<file path="src/rtl/regression_run_ctrl.sv">
// Run sequencer for the linear-regression accelerator. It streams the sample memory twice:
// once into the coefficient calculator, then again (with frozen b0/b1) into the error checker.
module regression_run_ctrl #(
  parameter int N_SAMPLES = 150,
  parameter int DW        = 20,
  parameter int AW        = 8,
  parameter int WAIT_MAX  = 1023
) (
  input  logic          clk,
  input  logic          rst,
  input  logic          start,
  output logic [AW-1:0] mem_addr,
  output logic          mem_rd,
  input  logic [DW-1:0] mem_x,
  input  logic [DW-1:0] mem_y,
  output logic [DW-1:0] x_bus,
  output logic [DW-1:0] y_bus,
  output logic          en_coef,
  output logic          en_err,
  output logic          last,
  input  logic          coeff_done,
  input  logic [DW-1:0] b0_in,
  input  logic [DW-1:0] b1_in,
  output logic [DW-1:0] b0_bus,
  output logic [DW-1:0] b1_bus,
  input  logic          err_done,
  output logic          busy,
  output logic          done,
  output logic          abort,
  output logic [2:0]    state
);

  localparam int WW = $clog2(WAIT_MAX + 1);
  localparam logic [AW:0]   CNT_N     = (AW+1)'(N_SAMPLES);
  localparam logic [AW-1:0] LAST_ADDR = AW'(N_SAMPLES - 1);
  localparam logic [WW-1:0] WD_LIM    = WW'(WAIT_MAX - 1);

  typedef enum logic [2:0] {
    S_IDLE      = 3'd0,
    S_COEF_LD   = 3'd1,
    S_COEF_WAIT = 3'd2,
    S_LATCH     = 3'd3,
    S_ERR_LD    = 3'd4,
    S_ERR_WAIT  = 3'd5,
    S_DONE      = 3'd6
  } state_t;

  state_t        state_q, state_d;
  logic [AW:0]   cnt_q, cnt_d;
  logic [AW-1:0] mem_addr_q, mem_addr_d;
  logic          mem_rd_q, mem_rd_d;
  logic [DW-1:0] x_q, x_d, y_q, y_d;
  logic          en_coef_q, en_coef_d, en_err_q, en_err_d, last_q, last_d;
  logic [DW-1:0] b0_q, b0_d, b1_q, b1_d;
  logic [WW-1:0] wd_q, wd_d;
  logic          abort_q, abort_d;
  logic          wait_done;

  always_ff @(posedge clk or negedge rst) begin
    if (!rst) begin
      state_q    <= S_IDLE;
      cnt_q      <= '0;
      mem_addr_q <= '0;
      mem_rd_q   <= 1'b0;
      x_q        <= '0;
      y_q        <= '0;
      en_coef_q  <= 1'b0;
      en_err_q   <= 1'b0;
      last_q     <= 1'b0;
      b0_q       <= '0;
      b1_q       <= '0;
      wd_q       <= '0;
      abort_q    <= 1'b0;
    end else begin
      state_q    <= state_d;
      cnt_q      <= cnt_d;
      mem_addr_q <= mem_addr_d;
      mem_rd_q   <= mem_rd_d;
      x_q        <= x_d;
      y_q        <= y_d;
      en_coef_q  <= en_coef_d;
      en_err_q   <= en_err_d;
      last_q     <= last_d;
      b0_q       <= b0_d;
      b1_q       <= b1_d;
      wd_q       <= wd_d;
      abort_q    <= abort_d;
    end
  end

  // The compute block's done is only trusted once the final sample has been presented.
  assign wait_done = !last_q &&
                     (((state_q == S_COEF_WAIT) && coeff_done) ||
                      ((state_q == S_ERR_WAIT) && err_done));

  always_comb begin
    state_d    = state_q;
    cnt_d      = cnt_q;
    mem_addr_d = mem_addr_q;
    mem_rd_d   = 1'b0;
    wd_d       = wd_q;
    abort_d    = abort_q;
    b0_d       = b0_q;
    b1_d       = b1_q;
    en_coef_d  = mem_rd_q && (state_q == S_COEF_LD);
    en_err_d   = mem_rd_q && (state_q == S_ERR_LD);
    last_d     = mem_rd_q && (mem_addr_q == LAST_ADDR);
    x_d        = mem_rd_q ? mem_x : x_q;
    y_d        = mem_rd_q ? mem_y : y_q;

    case (state_q)
      S_IDLE: begin
        if (start) begin
          state_d = S_COEF_LD;
          cnt_d   = '0;
          abort_d = 1'b0;
        end
      end
      S_COEF_LD, S_ERR_LD: begin
        if (cnt_q == CNT_N) begin
          state_d = (state_q == S_COEF_LD) ? S_COEF_WAIT : S_ERR_WAIT;
          wd_d    = '0;
        end else begin
          mem_rd_d   = 1'b1;
          mem_addr_d = cnt_q[AW-1:0];
          cnt_d      = cnt_q + 1'b1;
        end
      end
      S_COEF_WAIT, S_ERR_WAIT: begin
        wd_d = wd_q + 1'b1;
        if (wait_done) begin
          state_d = (state_q == S_COEF_WAIT) ? S_LATCH : S_DONE;
        end else if (wd_q == WD_LIM) begin
          state_d = S_IDLE;
          abort_d = 1'b1;
        end
      end
      S_LATCH: begin
        b0_d    = b0_in;
        b1_d    = b1_in;
        cnt_d   = '0;
        state_d = S_ERR_LD;
      end
      S_DONE:  state_d = S_IDLE;
      default: state_d = S_IDLE;
    endcase
  end

  assign mem_addr = mem_addr_q;
  assign mem_rd   = mem_rd_q;
  assign x_bus    = x_q;
  assign y_bus    = y_q;
  assign en_coef  = en_coef_q;
  assign en_err   = en_err_q;
  assign last     = last_q;
  assign b0_bus   = b0_q;
  assign b1_bus   = b1_q;
  assign abort    = abort_q;
  assign busy     = (state_q != S_IDLE);
  assign done     = (state_q == S_DONE);
  assign state    = state_q;

endmodule

</file>
<file path="config.mk">
export PLATFORM = sky130hd
export DESIGN_NAME = regression_run_ctrl
export DESIGN_NICKNAME = d
export VERILOG_FILES = /design/src/rtl/regression_run_ctrl.sv
export SDC_FILE = /design/constraint.sdc
export NUM_CORES = 1
export LEC_CHECK = 0
export ABC_AREA = 1
export CAP_MARGIN = 20
export CORE_ASPECT_RATIO = 1.2
export CORE_UTILIZATION = 40
export DETAILED_ROUTE_END_ITERATION = 7
export GPL_TIMING_DRIVEN = 0
export PLACE_DENSITY_LB_ADDON = 0.15
export SYNTH_ARGS = -nofsm -noshare
export SYNTH_HDL_FRONTEND = slang
export SYNTH_SLANG_ARGS = --single-unit
</file>
<file path="constraint.sdc">
create_clock -name clk -period 1.4 [get_ports clk]
set_input_delay 0.42 -clock clk [delete_from_list [all_inputs] [get_ports clk]]
set_output_delay 0.42 -clock clk [all_outputs]
set_load 0.01 [all_outputs]
</file>
==> results.yml, run 1 <==
sta:
  rsz0062_at_grt: "true"
  holdWs_ps: 463
  worst_pin_slew_ps: 447
  finalSetupTns_ps: -6160
  finClkSkew_ps: 6.71
  slew_headroom_pct: 70.2
  setup_ws_ps: -236
  setup_viol_count_final: 73
  slew_violations: 0
  post-route-period-util_pct: 117
  fmax_ghz: 0.611
  min_period_ps: 1640
  hold_violations: 0
floorplan:
  die_x_um: 104
  rows: 44
  start_util_pct: 41.0
  die_y_um: 124
  core_mm2: 0.0121
  dieArea_mm2: 0.0129
  io-pin-count: 183
drt:
  routed_wl_mm: 13.3
  wire_per_inst_um: 14.6
  wl_met1_mm: 5.30
  maxUsedRoutingLayer: "met4"
  wl_met3_um: 904
  vias: 4348
  wl_met2_mm: 6.82
  first_pass_iters: 4
  drt_iter0_markers: 166
  via_per_inst: 4.78
  drtAntennaViolNets: 0
  drc: 0
power_and_ir_drop:
  sequentialPowerShare_pct: 31.7
  max-vdd-ir-drop_uv: 1030
  power_mw: 17.2
  powerDensity_mw_per_mm2: 2250
  p_sw_share_pct: 34.9
  pwr-share-clk_pct: 28.0
  p_sw_mw: 5.99
  p_comb_share_pct: 40.3
  intPower_mw: 11.2
  power_leakage_nw: 3.78
status:
  status: "finished, violations left"
  violations: "negative setup slack"
synth:
  synth_cells: 503
  synth_cell_types: 36
  yosys_warnings: 0
  synth_area_per_cell_um2: 9.87
  syn_nets: 592
  yosysSeqAreaShare_pct: 58.0
  mappedNetlistArea_mm2: 0.00496
  ys_ff_latch: 115
global_routing:
  antenna_found_initial: 0
  grt_pass1_vias: 4191
  grt_pass1_wl_mm: 20.7
  grt_max_degree: 73
  grt-ovfl-total: 0
  grt_usage_pct: 20.9
clocking:
  htreeDepth: 4
  clock_tree.root_cell: "clkbuf_16"
  cts_tree: "built"
  cts_max_path_buffers: 2
  cts.sinks: 115
  insertion_delay_ps: 410
  cts_buffers: 17
  clk_pin_slew_ps: 50
setup_path:
  cp-end-kind: "output port"
  startpoint_type: "flop"
  critPathArrivalTime_ps: 1220
  cp_max_fo: 4
  cp_data_required_time_ps: 980
  crit_type: "reg -> out"
final_layout:
  area_growth_pct: 53.9
  finalNetCount: 825
  multi_input_area_mm2: 0.00198
  n_antenna_cell: 0
  seq_area_mm2: 0.00288
  drive_gt1_share_pct: 35.1
  fill_cells: 1015
  final_area_mm2: 0.00764
placement:
  dp_slack_ps: -414
  post_dp_cell_area_mm2: 0.00705
  dpl.hpwl_mm: 9.17
  gp_congestion: 0.826
  portBuffers: 182
worst_hold_path:
  hold_class: "reg -> reg"
run:
  max-cap-violations: 0
==> registers in the layout, summed over array words and instances, names as in the netlist, 3 cells and up <==
signal,cells
b0_bus,20
b1_bus,20
cnt_q,9
mem_addr,8
state,3
wd_q,10
x_bus,20
y_bus,20
==> cells in the final DEF, fill, tap and decap left out, types with 3 or more instances in the layout <==
cell	netlist	layout
buf_6	1	11
nor2_4	1	5
nand3_1	26	22
nand2_4	2	4
inv_2	3	7
dfrtp_1	115	112
clkbuf_1	9	6
nand2_1	184	178
o21ai_2	6	7
nor2_1	16	11
clkbuf_16	0	17
nand3b_1	3	3
buf_2	4	91
clkinv_4	0	3
clkinv_2	0	4
bufinv_16	0	5
clkbuf_2	0	3
buf_4	1	31
o21ai_0	21	11
inv_1	32	27
clkdlybuf4s50_1	0	83
o21ai_1	0	9
mux2_2	40	40
dfrtp_2	0	3
nand3_2	1	4
nand4_1	8	8
a21oi_1	3	3
nand2_2	3	6
ha_1	4	3
nor3_1	4	3
==> synthesized netlist by cell type (all sizes together) <==
cell	instances	share of area (%)
a21boi	1	0.23
a21oi	3	0.30
buf	7	1.2
clkbuf	9	0.68
clkinv	1	0.076
dfrtp	115	58
ha	4	1.0
inv	36	2.8
mux2	40	9.1
nand2	189	15
nand3	27	2.8
nand3b	3	0.45
nand4	8	1.0
nor2	20	2.4
nor3	4	0.40
nor4	1	0.13
o21a	1	0.15
o21ai	27	3.2
o21bai	2	0.53
o22ai	1	0.25
or2	1	0.13
xnor2	1	0.18
xor2	2	0.35
==> metal layers <==
layer / global-route usage, % / vias up
met5: 0 / -
met4: 9.82 / 0
met3: 6.44 / 23
met2: 36.5 / 171
met1: 23.6 / 2063
li1: - / 2091
==> power groups by stage <==
stage / combinational, mW / sequential [mW] / clock, mW
3_5_place_dp: 7.20 / 5.59 / 0
5_1_grt: 7.57 / 5.62 / 5.03
6_report: 6.92 / 5.44 / 4.80
3_3_place_gp: 7.07 / 5.51 / 0
2_1_floorplan: 2.94 / 6.11 / 0
4_1_cts: 6.75 / 5.43 / 4.86
==> worst paths after layout <==
path / startpoint / to / slack, ps / depth (start not counted)
hold reg to reg: y_bus[18] / y_bus[18] / 460 / 2
min in group asynchronous: rst / b0_bus[8] / 500 / 2
hold / removal: y_bus[18] / y_bus[18] / 460 / 2
setup reg to reg: state[1] / cnt_q[3] / -130 / 10
max in group asynchronous: rst / cnt_q[2] / 190 / 3
setup / recovery: state[0] / done / -240 / 4
==> kinds of logic (layout without fill, tap and decap cells) <==
| family | after synthesis | count (layout) | synth area share, % |
|---|---|---|---|
| AND/OR/NAND/NOR | 253 | 253 | 22.1 |
| flip-flops | 115 | 115 | 58.0 |
| buffers and inverters | 53 | 299 | 4.71 |
| multiplexers | 40 | 40 | 9.07 |
| AO/OA/AOI/OAI | 35 | 35 | 4.64 |
| adder cells (fa/ha/maj) | 4 | 4 | 1.01 |
| XOR/XNOR | 3 | 3 | 0.529 |
==> critical path, cell delays in order, from the launching register on <==
cell	delay (ps)
dfrtp_2	450
inv_2	100
nand2_4	60
nor2_4	100
buf_6	110
==> timing repair <==
item	CTS	global route
resized for setup	426	25
pin swaps	6	4
hold buffers	1	0
setup endpoints to repair	197	114
hold endpoints to repair	43	0
buffers inserted	23	7
==> final cells by class <==
cell class              instances  share of cell area, %
plain buffers                  16                   1.49
repair buffers                214                   21.7
flip-flops and latches        115                   37.7
clock inverters                13                   2.70
well taps                     161                   2.64
multi-input cells             335                   25.9
inverters                      37                   1.90
clock buffers                  19                   5.93
==> through the flow <==
stage | utilization [%] | cells
2_1_floorplan | - | 503
3_3_place_gp | 58.0 | 846
3_5_place_dp | 58.2 | 847
4_1_cts | 62.0 | 903
5_1_grt | 63.1 | 910
6_report | 63.1 | 910
Power figures use the tool's default switching activity.
==> inputs of run 2 (changes only) <==
Settings changed: ABC_AREA 1 to 0, CORE_MARGIN from default to 5.
==> results.yml, run 2 <==
setup_path:
  r2r_start: "cnt_q[8]"
  crit_type: "reg -> out"
  max_stage_delay_ps: 390
  crit_family: "buffers and inverters"
  r2r_slack_ps: -550
  cp-end-kind: "output port"
  slowest_stage: "dfrtp_1"
  cp_max_fo: 2
  startpoint_type: "flop"
  worstReg2RegEnd: "wd_q[9]"
  cp_num_buf_inv: 3
  crit_path_cell_trace: "clkbuf_8 -> clkbuf_16 -> or3_4 -> buf_6"
  reg2reg_depth: 4
  critPathArrivalTime_ps: 1580
  cp_data_required_time_ps: 980
final_layout:
  final_cell_mix: "dfrtp_1, buf_2, clkdlybuf4s50_1, mux2_2, buf_4"
  drive_gt1_share_pct: 54.8
  fin_cells: 760
  final_area_mm2: 0.00783
  seq_area_mm2: 0.00288
  area_growth_pct: 64.0
  multi_input_area_mm2: 0.00208
  finalNetCount: 678
  fill_cells: 864
  final_common_cell: "dfrtp_1"
clocking:
  insertion_delay_ps: 410
  cts_tree: "built"
  htreeDepth: 4
  clk_pin_slew_ps: 50
  cts_buffers: 17
  clock_tree.root_cell: "clkbuf_16"
  cts.sinks: 115
  cts_max_path_buffers: 2
global_routing:
  grt_usage_pct: 19.5
  antenna_found_initial: 0
  grt_pass1_vias: 4068
  grt_max_degree: 99
  grt-ovfl-total: 0
  grt_pass1_wl_mm: 21.1
synth:
  synth_ff_type: "dfrtp_1"
  syn_nets: 431
  synth_edf_count: 0
  synth_cell_types: 50
  synth_top_area_cell: "dfrtp_1"
  yosys_warnings: 0
  synth.top_cell.area_share_pct: 60.3
  synthArstFlopShare_pct: 100
  synth.area.top_cells: "dfrtp_1, mux2_2, nand3_1"
  synth_area_per_cell_um2: 14.0
  yosysMostFrequentCell: "dfrtp_1"
  ys_ff_latch: 115
  yosysSeqAreaShare_pct: 60.3
  synthTopCellsByCount: "dfrtp_1, mux2_2, nand2_1, nand3_1, o21ai_0"
  mappedNetlistArea_mm2: 0.00477
  synth_cells: 342
floorplan:
  core_mm2: 0.0116
  die_x_um: 110
  start_util_pct: 41.1
  io-pin-count: 183
  die_y_um: 130
  dieArea_mm2: 0.0142
  rows: 43
power_and_ir_drop:
  power_mw: 8.57
  max-vdd-ir-drop_uv: 887
  powerDensity_mw_per_mm2: 1090
  power_leakage_nw: 3.50
placement:
  post_dp_cell_area_mm2: 0.00697
  dp_slack_ps: -649
  gp_congestion: 0.804
  portBuffers: 182
  placedCellCount: 682
  dpl.hpwl_mm: 9.37
run:
  max-cap-violations: 0
sta:
  finClkSkew_ps: 5.61
  slew_headroom_pct: 67.4
  worst_pin_slew_ps: 489
  fmax_ghz: 0.500
  min_period_ps: 2000
  setup_ws_ps: -600
  rsz0062_at_grt: "true"
  slew_violations: 0
  post-route-period-util_pct: 143
  holdWs_ps: 416
  hold_violations: 0
  setup_viol_count_final: 76
status:
  status: "finished, violations left"
  violations: "negative setup slack"
drt:
  via_per_inst: 5.05
  vias: 3838
  drtAntennaViolNets: 0
  routed_wl_mm: 14.1
  drc: 0
  wire_per_inst_um: 18.5
  drt_iter0_markers: 129
  first_pass_iters: 4
worst_hold_path:
  hold_class: "in -> async"
[run 2: changes by cell type in the layout (fill, tap and decap cells not counted), sizes merged, moves of 7 or more]
cell | previous run | this run
buf | 137 | 152
inv | 36 | 7
mux2 | 40 | 87
nand2 | 189 | 12
nand3 | 27 | 12
nor2 | 20 | 5
o211ai | 0 | 7
o21ai | 27 | 11
[run 2: through the flow]
step / setup TNS, ps / util [%]
CTS: -22630 / 64.9
global placement: -541550 / 59.8
global route: -33170 / 67.4
detailed placement: -19850 / 60.0
floorplan: -9270 / -
finish: -28830 / 67.4
[run 2: worst max-delay path by stage]
| stage | startpoint | end | slack [ps] | cells after the start |
|---|---|---|---|---|
| detailed placement | cnt_q[0] | mem_addr[6] | -650 | 6 |
| CTS | state[0] | busy | -600 | 4 |
| finish | state[0] | busy | -600 | 4 |
| global route | state[0] | busy | -650 | 4 |
| floorplan | cnt_q[6] | wd_q[5] | -480 | 5 |
| global placement | rst | state[1] | -4980 | 1 |
[run 2: final cells by class]
cell class              instances  area share [%]
multi-input cells             203            26.5
repair buffers                229            23.2
clock buffers                  20            5.83
well taps                     157            2.51
inverters                       7           0.336
flip-flops and latches        115            36.8
clock inverters                12            2.00
diodes                          1          0.0320
plain buffers                  16            2.73
[run 2: logic make-up after synthesis]
logic type / share of synthesized area [%]
compound gates: 5.27
xor+xnor: 0.734
flops: 60.3
simple gates: 8.94
mux: 20.9
fa+ha+maj: 1.05
buf+inv: 2.78
[run 2: per-layer routing]
metal / global-route usage (%) / vias to the layer above / part of all wire [%]
met3: 7.92 / 19 / 8.3
met2: 33.5 / 167 / 53
met1: 21.7 / 1903 / 37
li1: - / 1749 / -
met4: 7.04 / 0 / 2.1
met5: 0 / - / 0
[run 2: power breakdown]
group / switching, mW / internal [mW]
logic: 0.250 / 0.380
registers: 0.0530 / 3.44
clock network: 1.55 / 2.89
total: 1.85 / 6.72
[run 2: timing repair]
| item | in CTS | in global routing |
|---|---|---|
| resized for setup | 447 | 39 |
| buffers inserted | 25 | 22 |
| endpoints found under the hold margin | 17 | 0 |
| hold buffers | 1 | 0 |
| gates cloned | 1 | 0 |
| setup endpoints to repair | 208 | 104 |
| pin swaps | 17 | 20 |
